<file path="src/rtl/wb_merge.sv">
// Writeback merge: ALU results win the RF port, LSU results queue in a FIFO.
// Optional WB_FWD_EN adds a combinational forwarding lookup over rf_* and the FIFO.
module wb_merge #(
  parameter int XLEN  = 64,
  parameter int DEPTH = 4,
  localparam int CW = $clog2(DEPTH + 1),
  localparam int PW = $clog2(DEPTH)
) (
  input  logic            clk,
  input  logic            rst,
  input  logic            alu_wb_vld,
  input  logic [4:0]      alu_wb_addr,
  input  logic [XLEN-1:0] alu_wb_data,
  input  logic            lsu_wb_vld,
  output logic            lsu_wb_rdy,
  input  logic [4:0]      lsu_wb_addr,
  input  logic [XLEN-1:0] lsu_wb_data,
  output logic            rf_we,
  output logic [4:0]      rf_waddr,
  output logic [XLEN-1:0] rf_wdata,
  output logic [CW-1:0]   q_count,
`ifdef WB_FWD_EN
  input  logic [4:0]      fwd_raddr,
  output logic            fwd_hit,
  output logic [XLEN-1:0] fwd_data,
`endif
  output logic            wb_stall
);

  localparam logic [CW-1:0] DEPTH_C = CW'(DEPTH);
  localparam logic [CW-1:0] STALL_C = CW'(DEPTH - 1);

  logic [4:0]      addr_mem [DEPTH];
  logic [XLEN-1:0] data_mem [DEPTH];

  logic [PW-1:0]   rd_q, rd_d, wr_q, wr_d;
  logic [CW-1:0]   cnt_q, cnt_d;
  logic            we_q, we_d;
  logic [4:0]      waddr_q, waddr_d;
  logic [XLEN-1:0] wdata_q, wdata_d;

  logic alu_take, empty, accept, pop, bypass, push;

  assign lsu_wb_rdy = cnt_q < DEPTH_C;
  assign wb_stall   = cnt_q >= STALL_C;
  assign q_count    = cnt_q;
  assign rf_we      = we_q;
  assign rf_waddr   = waddr_q;
  assign rf_wdata   = wdata_q;

  assign alu_take = alu_wb_vld && (alu_wb_addr != 5'd0);
  assign empty    = cnt_q == '0;
  assign accept   = lsu_wb_vld && lsu_wb_rdy;
  assign pop      = !alu_take && !empty;
  assign bypass   = !alu_take && empty && accept;
  assign push     = accept && !bypass;

  always_comb begin
    we_d    = 1'b0;
    waddr_d = waddr_q;
    wdata_d = wdata_q;
    rd_d    = pop ? rd_q + PW'(1) : rd_q;
    wr_d    = push ? wr_q + PW'(1) : wr_q;
    cnt_d   = cnt_q + CW'(push) - CW'(pop);
    // x0 results claim their slot but never touch the write port
    unique case (1'b1)
      alu_take: begin
        we_d    = 1'b1;
        waddr_d = alu_wb_addr;
        wdata_d = alu_wb_data;
      end
      pop: begin
        we_d = addr_mem[rd_q] != 5'd0;
        if (we_d) begin
          waddr_d = addr_mem[rd_q];
          wdata_d = data_mem[rd_q];
        end
      end
      bypass: begin
        we_d = lsu_wb_addr != 5'd0;
        if (we_d) begin
          waddr_d = lsu_wb_addr;
          wdata_d = lsu_wb_data;
        end
      end
      default: ;
    endcase
  end

  always_ff @(posedge clk) begin
    if (rst) begin
      rd_q    <= '0;
      wr_q    <= '0;
      cnt_q   <= '0;
      we_q    <= 1'b0;
      waddr_q <= '0;
      wdata_q <= '0;
    end else begin
      rd_q    <= rd_d;
      wr_q    <= wr_d;
      cnt_q   <= cnt_d;
      we_q    <= we_d;
      waddr_q <= waddr_d;
      wdata_q <= wdata_d;
    end
  end

  always_ff @(posedge clk) begin
    if (push) begin
      addr_mem[wr_q] <= lsu_wb_addr;
      data_mem[wr_q] <= lsu_wb_data;
    end
  end

  a_no_overflow: assert property (@(posedge clk) disable iff (rst)
    !(push && !pop && cnt_q == DEPTH_C));
  a_no_underflow: assert property (@(posedge clk) disable iff (rst)
    !(pop && !push && cnt_q == '0));

`ifdef WB_FWD_EN
  logic [PW-1:0] fidx;

  // Walk oldest to newest so the newest match overrides
  always_comb begin
    fidx     = '0;
    fwd_hit  = we_q && (waddr_q == fwd_raddr);
    fwd_data = wdata_q;
    for (int i = 0; i < DEPTH; i++) begin
      fidx = rd_q + PW'(i);
      if (CW'(i) < cnt_q && addr_mem[fidx] == fwd_raddr) begin
        fwd_hit  = 1'b1;
        fwd_data = data_mem[fidx];
      end
    end
    if (fwd_raddr == 5'd0) fwd_hit = 1'b0;
  end
`endif

endmodule

</file>
<file path="config.mk">
export PLATFORM = sky130hd
export DESIGN_NAME = wb_merge
export DESIGN_NICKNAME = d
export VERILOG_FILES = /design/src/rtl/wb_merge.sv
export SDC_FILE = /design/constraint.sdc
export NUM_CORES = 1
export LEC_CHECK = 0
export CORE_ASPECT_RATIO = 0.5
export CORE_MARGIN = 2
export CORE_UTILIZATION = 50
export DETAILED_ROUTE_END_ITERATION = 16
export PLACE_DENSITY = 0.75
export SLEW_MARGIN = 20
export SYNTH_ARGS = -nofsm -noshare
export SYNTH_HDL_FRONTEND = slang
export SYNTH_SLANG_ARGS = --single-unit
</file>
<file path="constraint.sdc">
create_clock -name clk -period 13.1 [get_ports clk]
set_input_delay 3.275 -clock clk [delete_from_list [all_inputs] [get_ports clk]]
set_output_delay 3.275 -clock clk [all_outputs]
set_load 0.01 [all_outputs]
</file>
==> summary.txt, run 1 <==
==================================================================================================
Die X-Extent ........................................................................       246 um
Sum of negative setup slack .........................................................         0 ns
Vias post-DR ........................................................................         9222
Fraction of the yosys area taken by sequential cells ................................        0.674
CTS H-tree lvls .....................................................................            1
Kind of cell with the highest combined delay on the critical path ................... buffers and inverters
Setup repair after global routing missed its margin .................................        false
Global-route wire length before repair ..............................................     54600 um
Clock transition time at the flip-flop clock pins of the worst setup and hold paths .      0.07 ns
Final WL ............................................................................     35400 um
Number of remaining DRC errors ......................................................            0
Number of cells in the finished layout apart from fillers ...........................         1499
Die area ............................................................................   30700 um^2
Final non-filler cell area ..........................................................   18000 um^2
Placed standard-cell area ...........................................................   16900 um^2
Type of destination of the critical path ............................................     register
Routed length per placed instance ...................................................      23.6 um
Worst path required time ............................................................     13.51 ns
Area overhead of the layout relative to synthesis ...................................        23.0%
Number of violations of the max-capacitance limit ...................................            0
Core area ...........................................................................   28900 um^2
Share of cells above drive strength 1 ...............................................        0.196
Clock insertion delay at the later pin of the skew report ...........................      0.56 ns
Number of search-and-repair iterations in the first detailed-routing pass ...........            4
Number of global-route vias before repair ...........................................         9385
Buffers on Ports ....................................................................          216
Standard-cell rows ..................................................................           44
Synthesized Nets ....................................................................         1058
Static leakage ......................................................................      5.66 nW
Initial standard-cell utilization of the core .......................................        0.506
Critical path peak fanout ...........................................................           75
Resized cells post-CTS ..............................................................            0
Post-CTS Setup Bufs .................................................................            0
Number of inserted filler cells in the final layout .................................         2058
Number of distinct library cell variants in the gate-level netlist after synthesis ..           41
Final HPWL from detailed placement ..................................................     20500 um
EDFF count, synth ...................................................................          276
Worst Setup Start Kind ..............................................................   input port
Placed instance count ...............................................................         1437
Async set or reset register ratio after synthesis ...................................            0
Buffer cell driving the clock tree root ............................................. sky130_fd_sc_hd__clkbuf_16
Clock tree from TritonCTS ...........................................................          yes
Maximum number of pins on one net before global-route repair ........................           76
Number of buffers added by the clock tree synthesis step ............................           31
Io pins .............................................................................          217
Antenna violation net count after detailed routing ..................................            0
Number of sinks on the clock net ....................................................          355
Maximum clock rate ..................................................................      154 MHz
Setup Slack @ Placement .............................................................      6.10 ns
Max Clock Skew ......................................................................   0.00917 ns
Global-route total usage across every layer .........................................        0.230
Post-synthesis instance area ........................................................   14600 um^2
Cell mode on critical path .......................................................... sky130_fd_sc_hd__inv_1
Combined buffer and inverter count along the critical path ..........................            5
Count of hold-fix buffers inserted at cts ...........................................            0
Maximum buffer depth of the clock tree ..............................................            3
Violation count after the first detailed-route iteration ............................          818
Signal arrival time at the worst endpoint ...........................................      6.91 ns
Finish-stage setup viols ............................................................            0
Syn Inst Count ......................................................................          908
Number of nets in the layout ........................................................         1232
Worst rel slew slack ................................................................        0.287
Commonest non-fill, non-tap cells in the layout ..................................... sky130_fd_sc_hd__edfxtp_1, sky130_fd_sc_hd__clkdlybuf4s50_1, sky130_fd_sc_hd__dfxtp_1
Total power after layout ............................................................      3.49 mW
Max-slew violations .................................................................            0
Worst-path cell chain ............................................................... clkdlybuf4s50_1, or4_1, o21ai_4, buf_4, a211oi_1, inv_1, ha_1, inv_1, ha_1, inv_1, fa_1, xor2_1, nor2_1
Final Hold Violating Endpoints ......................................................            0
Post-layout minimum cycle time ......................................................      6.50 ns
Worst hold-check slack ..............................................................     0.469 ns
Number of synthesized register bits .................................................          355
Smallest setup slack after layout ...................................................      6.60 ns
Period utilization ..................................................................        0.496
Utilization after layout ............................................................        0.623
Most common cell after layout, fill and taps aside .................................. sky130_fd_sc_hd__edfxtp_1
DR vias/cell ........................................................................         6.15
Cell with the largest stage delay on the worst path ................................. sky130_fd_sc_hd__buf_4
Mean area per synthesized cell ......................................................    16.1 um^2
Total power density per cell area ...................................................  194 nW/um^2
GPL Wtd Cong ........................................................................        0.815
Critical setup path kind ............................................................ input port to register
Chip Height .........................................................................       125 um
Total overflow reported by the global router ........................................            0
Hold/Removal Path Class ............................................................. register to register
Largest voltage drop on the vdd net .................................................     0.117 mV
Antenna violations before repair ....................................................            2
Worst Max-Slew Pin Slew .............................................................      1.07 ns
Commonest register cell after synthesis ............................................. sky130_fd_sc_hd__edfxtp_1
Count of yosys warnings during synthesis ............................................            0
Critical Path Max Stage Delay .......................................................      0.73 ns
Status .............................................................................. finished clean
==================================================================================================
flip-flops by register name, summed over array words and instances (netlist names), named ones only:
name      cells
data_mem    256
rf_wdata     64
addr_mem     20
rf_waddr      5
q_count       3
rd_q          2
wr_q          2
rf_we         1
cells by family after synthesis:
kind of cell    share of synthesized area
compound gates                      0.143
xor+xnor                          0.00239
fa+ha+maj                         0.00735
buf+inv                            0.0370
flops                               0.674
mux                                 0.107
simple gates                       0.0290
power breakdown:
part | switching (mW) | total [mW] | internal, mW
clock network | 0.394 | 0.945 | 0.551
registers | 0.0999 | 1.48 | 1.38
logic | 0.556 | 1.07 | 0.509
metal layers:
layer	routed length [um]	share of wire	GRT usage	vias to the layer above
li1	-	-	-	4055
met1	14300	0.40	0.300	4723
met2	17900	0.51	0.394	371
met3	1920	0.054	0.0343	73
met4	1250	0.035	0.0891	0
met5	0	0	0	-
tightest hold or removal path, stage by stage, from the launching register on:
cell                      delay (ns)
sky130_fd_sc_hd__dfxtp_1        0.32
sky130_fd_sc_hd__o21ai_2        0.06
sky130_fd_sc_hd__a21oi_2        0.05
cell usage after synthesis, types with 2 or more instances:
| cell | n | area (um^2) |
|---|---|---|
| sky130_fd_sc_hd__nand2_1 | 70 | 263 |
| sky130_fd_sc_hd__edfxtp_1 | 276 | 8290 |
| sky130_fd_sc_hd__inv_1 | 7 | 26.3 |
| sky130_fd_sc_hd__or4_1 | 2 | 15.0 |
| sky130_fd_sc_hd__o2111ai_2 | 10 | 150 |
| sky130_fd_sc_hd__buf_12 | 8 | 160 |
| sky130_fd_sc_hd__dfxtp_1 | 79 | 1580 |
| sky130_fd_sc_hd__and2_1 | 4 | 25.0 |
| sky130_fd_sc_hd__clkbuf_1 | 44 | 165 |
| sky130_fd_sc_hd__xnor2_1 | 2 | 17.5 |
| sky130_fd_sc_hd__o21ai_2 | 5 | 43.8 |
| sky130_fd_sc_hd__buf_4 | 6 | 45.0 |
| sky130_fd_sc_hd__xor2_1 | 2 | 17.5 |
| sky130_fd_sc_hd__o21ai_1 | 66 | 330 |
| sky130_fd_sc_hd__buf_2 | 23 | 115 |
| sky130_fd_sc_hd__buf_1 | 3 | 11.3 |
| sky130_fd_sc_hd__nor3_1 | 2 | 10.0 |
| sky130_fd_sc_hd__nor2_1 | 9 | 33.8 |
| sky130_fd_sc_hd__ha_1 | 7 | 87.6 |
| sky130_fd_sc_hd__a21oi_2 | 64 | 561 |
| sky130_fd_sc_hd__o22ai_1 | 69 | 432 |
| sky130_fd_sc_hd__mux4_2 | 69 | 1550 |
| sky130_fd_sc_hd__o2111ai_1 | 59 | 517 |
| sky130_fd_sc_hd__a21oi_1 | 5 | 25.0 |
final timing paths:
check,start,endpoint,slack [ns],depth (start not counted)
setup / recovery,alu_wb_addr[3],q_count[2],6.60,13
hold / removal,rf_wdata[60],rf_wdata[60],0.47,2
setup reg to reg,register,rf_wdata[7],9.87,5
hold reg to reg,rf_wdata[60],rf_wdata[60],0.47,2
final cells by class:
| class | count | area (um^2) | share of cell area |
|---|---|---|---|
| diodes | 2 | 5.00 | 0.000278 |
| clock buffers | 45 | 858 | 0.0477 |
| clock inverters | 12 | 183 | 0.0101 |
| inverters | 7 | 26.3 | 0.00146 |
| multi-input cells | 460 | 4270 | 0.237 |
| flip-flops and latches | 355 | 9880 | 0.549 |
| well taps | 391 | 489 | 0.0272 |
| repair buffers | 227 | 2290 | 0.127 |
Power figures use the tool's default switching activity.
==> inputs of run 2 (changes only) <==
==> constraint.sdc (replaced) <==
create_clock -name clk -period 6.4 [get_ports clk]
set_input_delay 1.6 -clock clk [delete_from_list [all_inputs] [get_ports clk]]
set_output_delay 1.6 -clock clk [all_outputs]
set_load 0.01 [all_outputs]
==> summary.txt, run 2 (synthesis gave the netlist of run 1 again) <==
==================================================================================================
Global-route wire length before repair ..............................................     55400 um   +1.6%
Path depth of the worst reg2reg path ................................................           11   +6
Vias post-DR ........................................................................         9169   -0.57%
Worst-path cell chain ............................................................... clkdlybuf4s50_1, or4_1, o21ai_4, and3_2, buf_4, o21ai_1, a21oi_2
Maximum number of pins on one net before global-route repair ........................           71   -6.6%
Commonest non-fill, non-tap cells in the layout ..................................... sky130_fd_sc_hd__edfxtp_1, sky130_fd_sc_hd__clkdlybuf4s50_1, sky130_fd_sc_hd__dfxtp_1
Maximum clock rate ..................................................................      217 MHz
Chip Height .........................................................................       125 um   unchanged
Standard-cell rows ..................................................................           44   unchanged
Number of cells in the finished layout apart from fillers ...........................         1498   -0.067%
Most common cell after layout, fill and taps aside .................................. sky130_fd_sc_hd__edfxtp_1
CTS H-tree lvls .....................................................................            1   unchanged
Placed instance count ...............................................................         1439   +0.14%
Smallest setup slack after layout ...................................................      1.78 ns   -4.82 ns
Setup repair after global routing missed its margin .................................        false
Initial standard-cell utilization of the core .......................................        0.506   unchanged
Total overflow reported by the global router ........................................            0   unchanged
Number of violations of the max-capacitance limit ...................................            0   unchanged
Setup Slack @ Placement .............................................................      1.29 ns   -4.81 ns
Signal arrival time at the worst endpoint ...........................................      5.11 ns   -1.80 ns
Final HPWL from detailed placement ..................................................     20900 um   +2.1%
Post-layout minimum cycle time ......................................................      4.62 ns
Total power after layout ............................................................      7.05 mW   +100%
Status .............................................................................. finished clean
Share of cells above drive strength 1 ...............................................        0.204   +0.00795
Worst Max-Slew Pin Slew .............................................................      1.10 ns   +0.0297 ns
Sum of negative setup slack .........................................................         0 ns   unchanged
Largest voltage drop on the vdd net .................................................     0.268 mV   +130%
Number of remaining DRC errors ......................................................            0   unchanged
Clock tree from TritonCTS ...........................................................          yes
Core area ...........................................................................   28900 um^2   unchanged
Buffers on Ports ....................................................................          216   unchanged
Maximum buffer depth of the clock tree ..............................................            3   unchanged
Buffer cell driving the clock tree root ............................................. sky130_fd_sc_hd__clkbuf_16
Critical path peak fanout ...........................................................           37   -51%
Clock transition time at the flip-flop clock pins of the worst setup and hold paths .      0.07 ns   about the same
Max-slew violations .................................................................            0   unchanged
Utilization after layout ............................................................        0.621   -0.00190
Max reg flops .......................................................................          256   unchanged
Worst path required time ............................................................      6.89 ns   -6.62 ns
Type of destination of the critical path ............................................     register
Total power density per cell area ...................................................  393 nW/um^2   +100%
Static leakage ......................................................................      5.66 nW   about the same
Max Clock Skew ......................................................................   0.00883 ns   -0.000342 ns
Period utilization ..................................................................        0.721
Finish-stage setup viols ............................................................            0   unchanged
Clock insertion delay at the later pin of the skew report ...........................      0.57 ns   about the same
Io pins .............................................................................          217   unchanged
Number of global-route vias before repair ...........................................         9605   +2.3%
GPL Wtd Cong ........................................................................        0.842   +3.3%
Final WL ............................................................................     35600 um   +0.61%
WHS Path Cells ......................................................................            2   unchanged
Resized cells post-CTS ..............................................................            0   unchanged
Violation count after the first detailed-route iteration ............................          745   -8.9%
Critical Path Max Stage Delay .......................................................      0.88 ns   +0.15 ns
Number of buffers added by the clock tree synthesis step ............................           30   -3.2%
Global-route total usage across every layer .........................................        0.233   +0.00240
Number of sinks on the clock net ....................................................          355   unchanged
Hold/Removal Path Class ............................................................. register to register
Most flops, register ................................................................     data_mem
Area overhead of the layout relative to synthesis ...................................        22.6%
Post-CTS Setup Bufs .................................................................            0   unchanged
DR vias/cell ........................................................................         6.12   -0.51%
Antenna violation net count after detailed routing ..................................            0   unchanged
Count of hold-fix buffers inserted at cts ...........................................            0   unchanged
Worst rel slew slack ................................................................        0.267   -0.0198
Cell with the largest stage delay on the worst path ................................. sky130_fd_sc_hd__and3_2
Number of search-and-repair iterations in the first detailed-routing pass ...........            5   +1
Critical setup path kind ............................................................ input port to register
Number of nets in the layout ........................................................         1233   +0.081%
Final Hold Violating Endpoints ......................................................            0   unchanged
Antenna Diode Count .................................................................            0   -2
Die area ............................................................................   30700 um^2   unchanged
Antenna violations before repair ....................................................            0   -2
Worst Setup Start Kind ..............................................................   input port
Die X-Extent ........................................................................       246 um   unchanged
Routed length per placed instance ...................................................      23.8 um   +0.67%
==================================================================================================
-- run 2: final timing paths --
kind                                startpoint      endpoint  slack (ns)
worst max-delay path            alu_wb_addr[3]  rf_wdata[32]        1.78
worst min-delay path              rf_wdata[62]  rf_wdata[62]        0.47
worst max register to register      q_count[1]    q_count[2]        3.18
worst min register to register    rf_wdata[62]  rf_wdata[62]        0.47
-- run 2: per-layer routing --
layer | vias up | routed length [um] | GRT usage
met5 | - | 0 | 0
met4 | 0 | 1240 | 0.0731
met3 | 79 | 1830 | 0.0350
met2 | 329 | 17800 | 0.396
met1 | 4717 | 14700 | 0.312
li1 | 4044 | - | -
-- run 2: stage by stage --
stage                     instance area (um^2)  hold WS, ns
after floorplan                          14600        0.485
after global placement                   16900        0.457
after detailed placement                 16900        0.464
after CTS                                17900        0.472
after global routing                     18000        0.482
final                                    18000        0.467
-- run 2: where the power goes --
| group | internal (mW) | total, mW | switching, mW |
|---|---|---|---|
| sequential | 2.83 | 3.04 | 0.203 |
| combinational | 1.04 | 2.19 | 1.15 |
| clock | 0.999 | 1.82 | 0.822 |
| total | 4.87 | 7.05 | 2.18 |
-- run 2: worst max-delay path: cells and delay by family --
family / cells / cell delay, ns
buffers and inverters: 2 / 0.93
and+or+nand+nor: 2 / 1.48
AOI/OAI and AO/OA: 3 / 1.03
-- run 2: final cells by class --
type                       instances  area [um^2]
sequential                       355         9880
multi-input combinational        460         4270
timing repair buffer             229         2310
clock buffer                      38          832
inverter                           7         26.3
fill                            2092        11000
tap                              391          489
clock inverter                    18          139
==> inputs of run 3 (changes only) <==
--- a/config.mk
+++ b/config.mk
@@ -7,9 +7,9 @@
 export LEC_CHECK = 0
 export CORE_ASPECT_RATIO = 0.5
 export CORE_MARGIN = 2
-export CORE_UTILIZATION = 50
+export CORE_UTILIZATION = 49
 export DETAILED_ROUTE_END_ITERATION = 16
-export PLACE_DENSITY = 0.75
+export PLACE_DENSITY = 0.76
 export SLEW_MARGIN = 20
 export SYNTH_ARGS = -nofsm -noshare
 export SYNTH_HDL_FRONTEND = slang
==> constraint.sdc (replaced) <==
create_clock -name clk -period 3.85 [get_ports clk]
set_input_delay 0.9625 -clock clk [delete_from_list [all_inputs] [get_ports clk]]
set_output_delay 0.9625 -clock clk [all_outputs]
set_load 0.01 [all_outputs]
==> summary.txt, run 3 (synthesis gave the netlist of run 1 again) <==
==================================================================================================
Buffer cell driving the clock tree root ............................................. sky130_fd_sc_hd__clkbuf_16
Number of inserted filler cells in the final layout .................................         2092   unchanged
Antenna violations before repair ....................................................            1   +1
Io pins .............................................................................          217   unchanged
Type of destination of the critical path ............................................     register
Die X-Extent ........................................................................       248 um   +1.0%
Violation count after the first detailed-route iteration ............................          864   +16%
Final HPWL from detailed placement ..................................................     21400 um   +2.3%
Commonest non-fill, non-tap cells in the layout ..................................... sky130_fd_sc_hd__edfxtp_1, sky130_fd_sc_hd__clkdlybuf4s50_1, sky130_fd_sc_hd__dfxtp_1
Most flops, register ................................................................     data_mem
Finish-stage setup viols ............................................................            0   unchanged
Kind of cell with the highest combined delay on the critical path ................... simple AND/OR/NAND/NOR gates
Vias post-DR ........................................................................         9177   +0.087%
Max reg flops .......................................................................          256   unchanged
Chip Height .........................................................................       126 um   +0.98%
Die area ............................................................................   31400 um^2   +2.0%
Worst Setup Start Kind ..............................................................   input port
Max Clock Skew ......................................................................    0.0244 ns   +0.0155 ns
Critical Path Max Stage Delay .......................................................      0.62 ns   -0.26 ns
Maximum buffer depth of the clock tree ..............................................            3   unchanged
Clock insertion delay at the later pin of the skew report ...........................      0.58 ns   about the same
Number of nets in the layout ........................................................         1244   +0.89%
Standard-cell rows ..................................................................           44   unchanged
Core area ...........................................................................   29200 um^2   +0.95%
Number of search-and-repair iterations in the first detailed-routing pass ...........            5   unchanged
Total overflow reported by the global router ........................................            0   unchanged
Critical setup path kind ............................................................ input port to register
Resized cells post-CTS ..............................................................            0   unchanged
Footprint of the multi-input gates ..................................................    4270 um^2   about the same
Total power density per cell area ...................................................  653 nW/um^2   +66%
Max-slew violations .................................................................            0   unchanged
Buffers on Ports ....................................................................          216   unchanged
Total power after layout ............................................................      11.8 mW   +68%
Antenna violation net count after detailed routing ..................................            0   unchanged
Number of remaining DRC errors ......................................................            0   unchanged
Most common cell after layout, fill and taps aside .................................. sky130_fd_sc_hd__edfxtp_1
Number of global-route vias before repair ...........................................         9513   -0.96%
Final WL ............................................................................     35700 um   about the same
DR vias/cell ........................................................................         6.07   -0.77%
Global-route total usage across every layer .........................................        0.226   -0.00649
Static leakage ......................................................................      5.73 nW   +1.3%
Clock transition time at the flip-flop clock pins of the worst setup and hold paths .      0.07 ns   about the same
Maximum number of pins on one net before global-route repair ........................           75   +5.6%
Number of violations of the max-capacitance limit ...................................            0   unchanged
CTS H-tree lvls .....................................................................            1   unchanged
Hold/Removal Path Class ............................................................. register to register
Number of buffers added by the clock tree synthesis step ............................           31   +3.3%
Number of sinks on the clock net ....................................................          355   unchanged
Setup repair after global routing missed its margin .................................        false
Final Hold Violating Endpoints ......................................................            0   unchanged
Combined buffer and inverter count along the critical path ..........................            3   +1
Signal arrival time at the worst endpoint ...........................................      3.53 ns   -1.58 ns
Cell with the largest stage delay on the worst path ................................. sky130_fd_sc_hd__or4_1
Worst rel slew slack ................................................................        0.278   +0.0108
Clock tree from TritonCTS ...........................................................          yes
Share of cells above drive strength 1 ...............................................        0.211   +0.00675
Worst path required time ............................................................      4.27 ns   -2.62 ns
Post-layout minimum cycle time ......................................................      3.11 ns
Footprint of the flip-flops and latches .............................................    9880 um^2   unchanged
Post-CTS Setup Bufs .................................................................            0   unchanged
GPL Wtd Cong ........................................................................        0.831   -1.3%
Initial standard-cell utilization of the core .......................................        0.502   -0.00478
Worst-path cell chain ............................................................... clkdlybuf4s50_1, or4_1, o21a_1, nor2_1, ha_1, inv_1, ha_1, inv_1, fa_1, xor2_1, nor2_1
Area overhead of the layout relative to synthesis ...................................        23.8%
Period utilization ..................................................................        0.809
Largest voltage drop on the vdd net .................................................     0.457 mV   +71%
Critical path peak fanout ...........................................................            2   -95%
Count of hold-fix buffers inserted at cts ...........................................            0   unchanged
Global-route wire length before repair ..............................................     55100 um   -0.65%
Routed length per placed instance ...................................................      23.6 um   -0.85%
Status .............................................................................. finished clean
Sum of negative setup slack .........................................................         0 ns   unchanged
Maximum clock rate ..................................................................      321 MHz
Worst Max-Slew Pin Slew .............................................................      1.08 ns   -0.0162 ns
==================================================================================================
## run 3: changes by cell type in the layout (fill, tap and decap cells not counted), sizes merged
cell,before,now
clkbuf,38,49
inv,7,8
diode,0,1
bufinv,2,0
buf,14,24
clkinv,15,7
## run 3: per-stage QoR
stage	hold WS [ns]	std cells	setup WS (ns)	instance area [um^2]	util
final	0.463	1511	0.737	18100	0.621
after floorplan	0.485	908	0.551	14600	-
after detailed placement	0.458	1450	0.181	17100	0.584
after global placement	0.452	1450	0.217	17100	0.584
after CTS	0.467	1508	0.769	18100	0.620
after global routing	0.479	1511	0.642	18100	0.621
## run 3: power by group
group	switching [mW]	internal, mW
Combinational	1.99	1.77
Sequential	0.276	4.72
Clock	1.38	1.72
Total	3.64	8.20
## run 3: path summary, 6_finish.rpt
kind                  startpoint               to  slack, ns  cells after the start
setup / recovery  alu_wb_addr[3]       q_count[2]       0.74                     11
hold / removal      rf_wdata[61]     rf_wdata[61]       0.46                      2
setup reg to reg      q_count[1]  data_mem[1][57]       1.16                      5
hold reg to reg     rf_wdata[61]     rf_wdata[61]       0.46                      2
## run 3: routing by layer
metal	vias to the layer above	wire length [um]	global-route usage	part of all wire
li1	4071	-	-	-
met1	4713	14700	0.304	0.41
met2	310	17700	0.374	0.50
met3	83	1810	0.0351	0.051
met4	0	1420	0.0919	0.040
met5	-	0	0	0
## run 3: layout make-up
class / instances / share of cell area
Sequential cell: 355 / 0.545
Multi-Input combinational cell: 460 / 0.236
Timing Repair Buffer: 239 / 0.135
Clock buffer: 49 / 0.0529
Tap cell: 391 / 0.0270
Clock inverter: 9 / 0.00345
Inverter: 7 / 0.00145
Antenna cell: 1 / 0.000138
## run 3: worst min-delay path, delay by kind of cell (launching register included)
| family | cells | cell delay, ns |
|---|---|---|
| compound gates | 2 | 0.11 |
| flops | 1 | 0.32 |
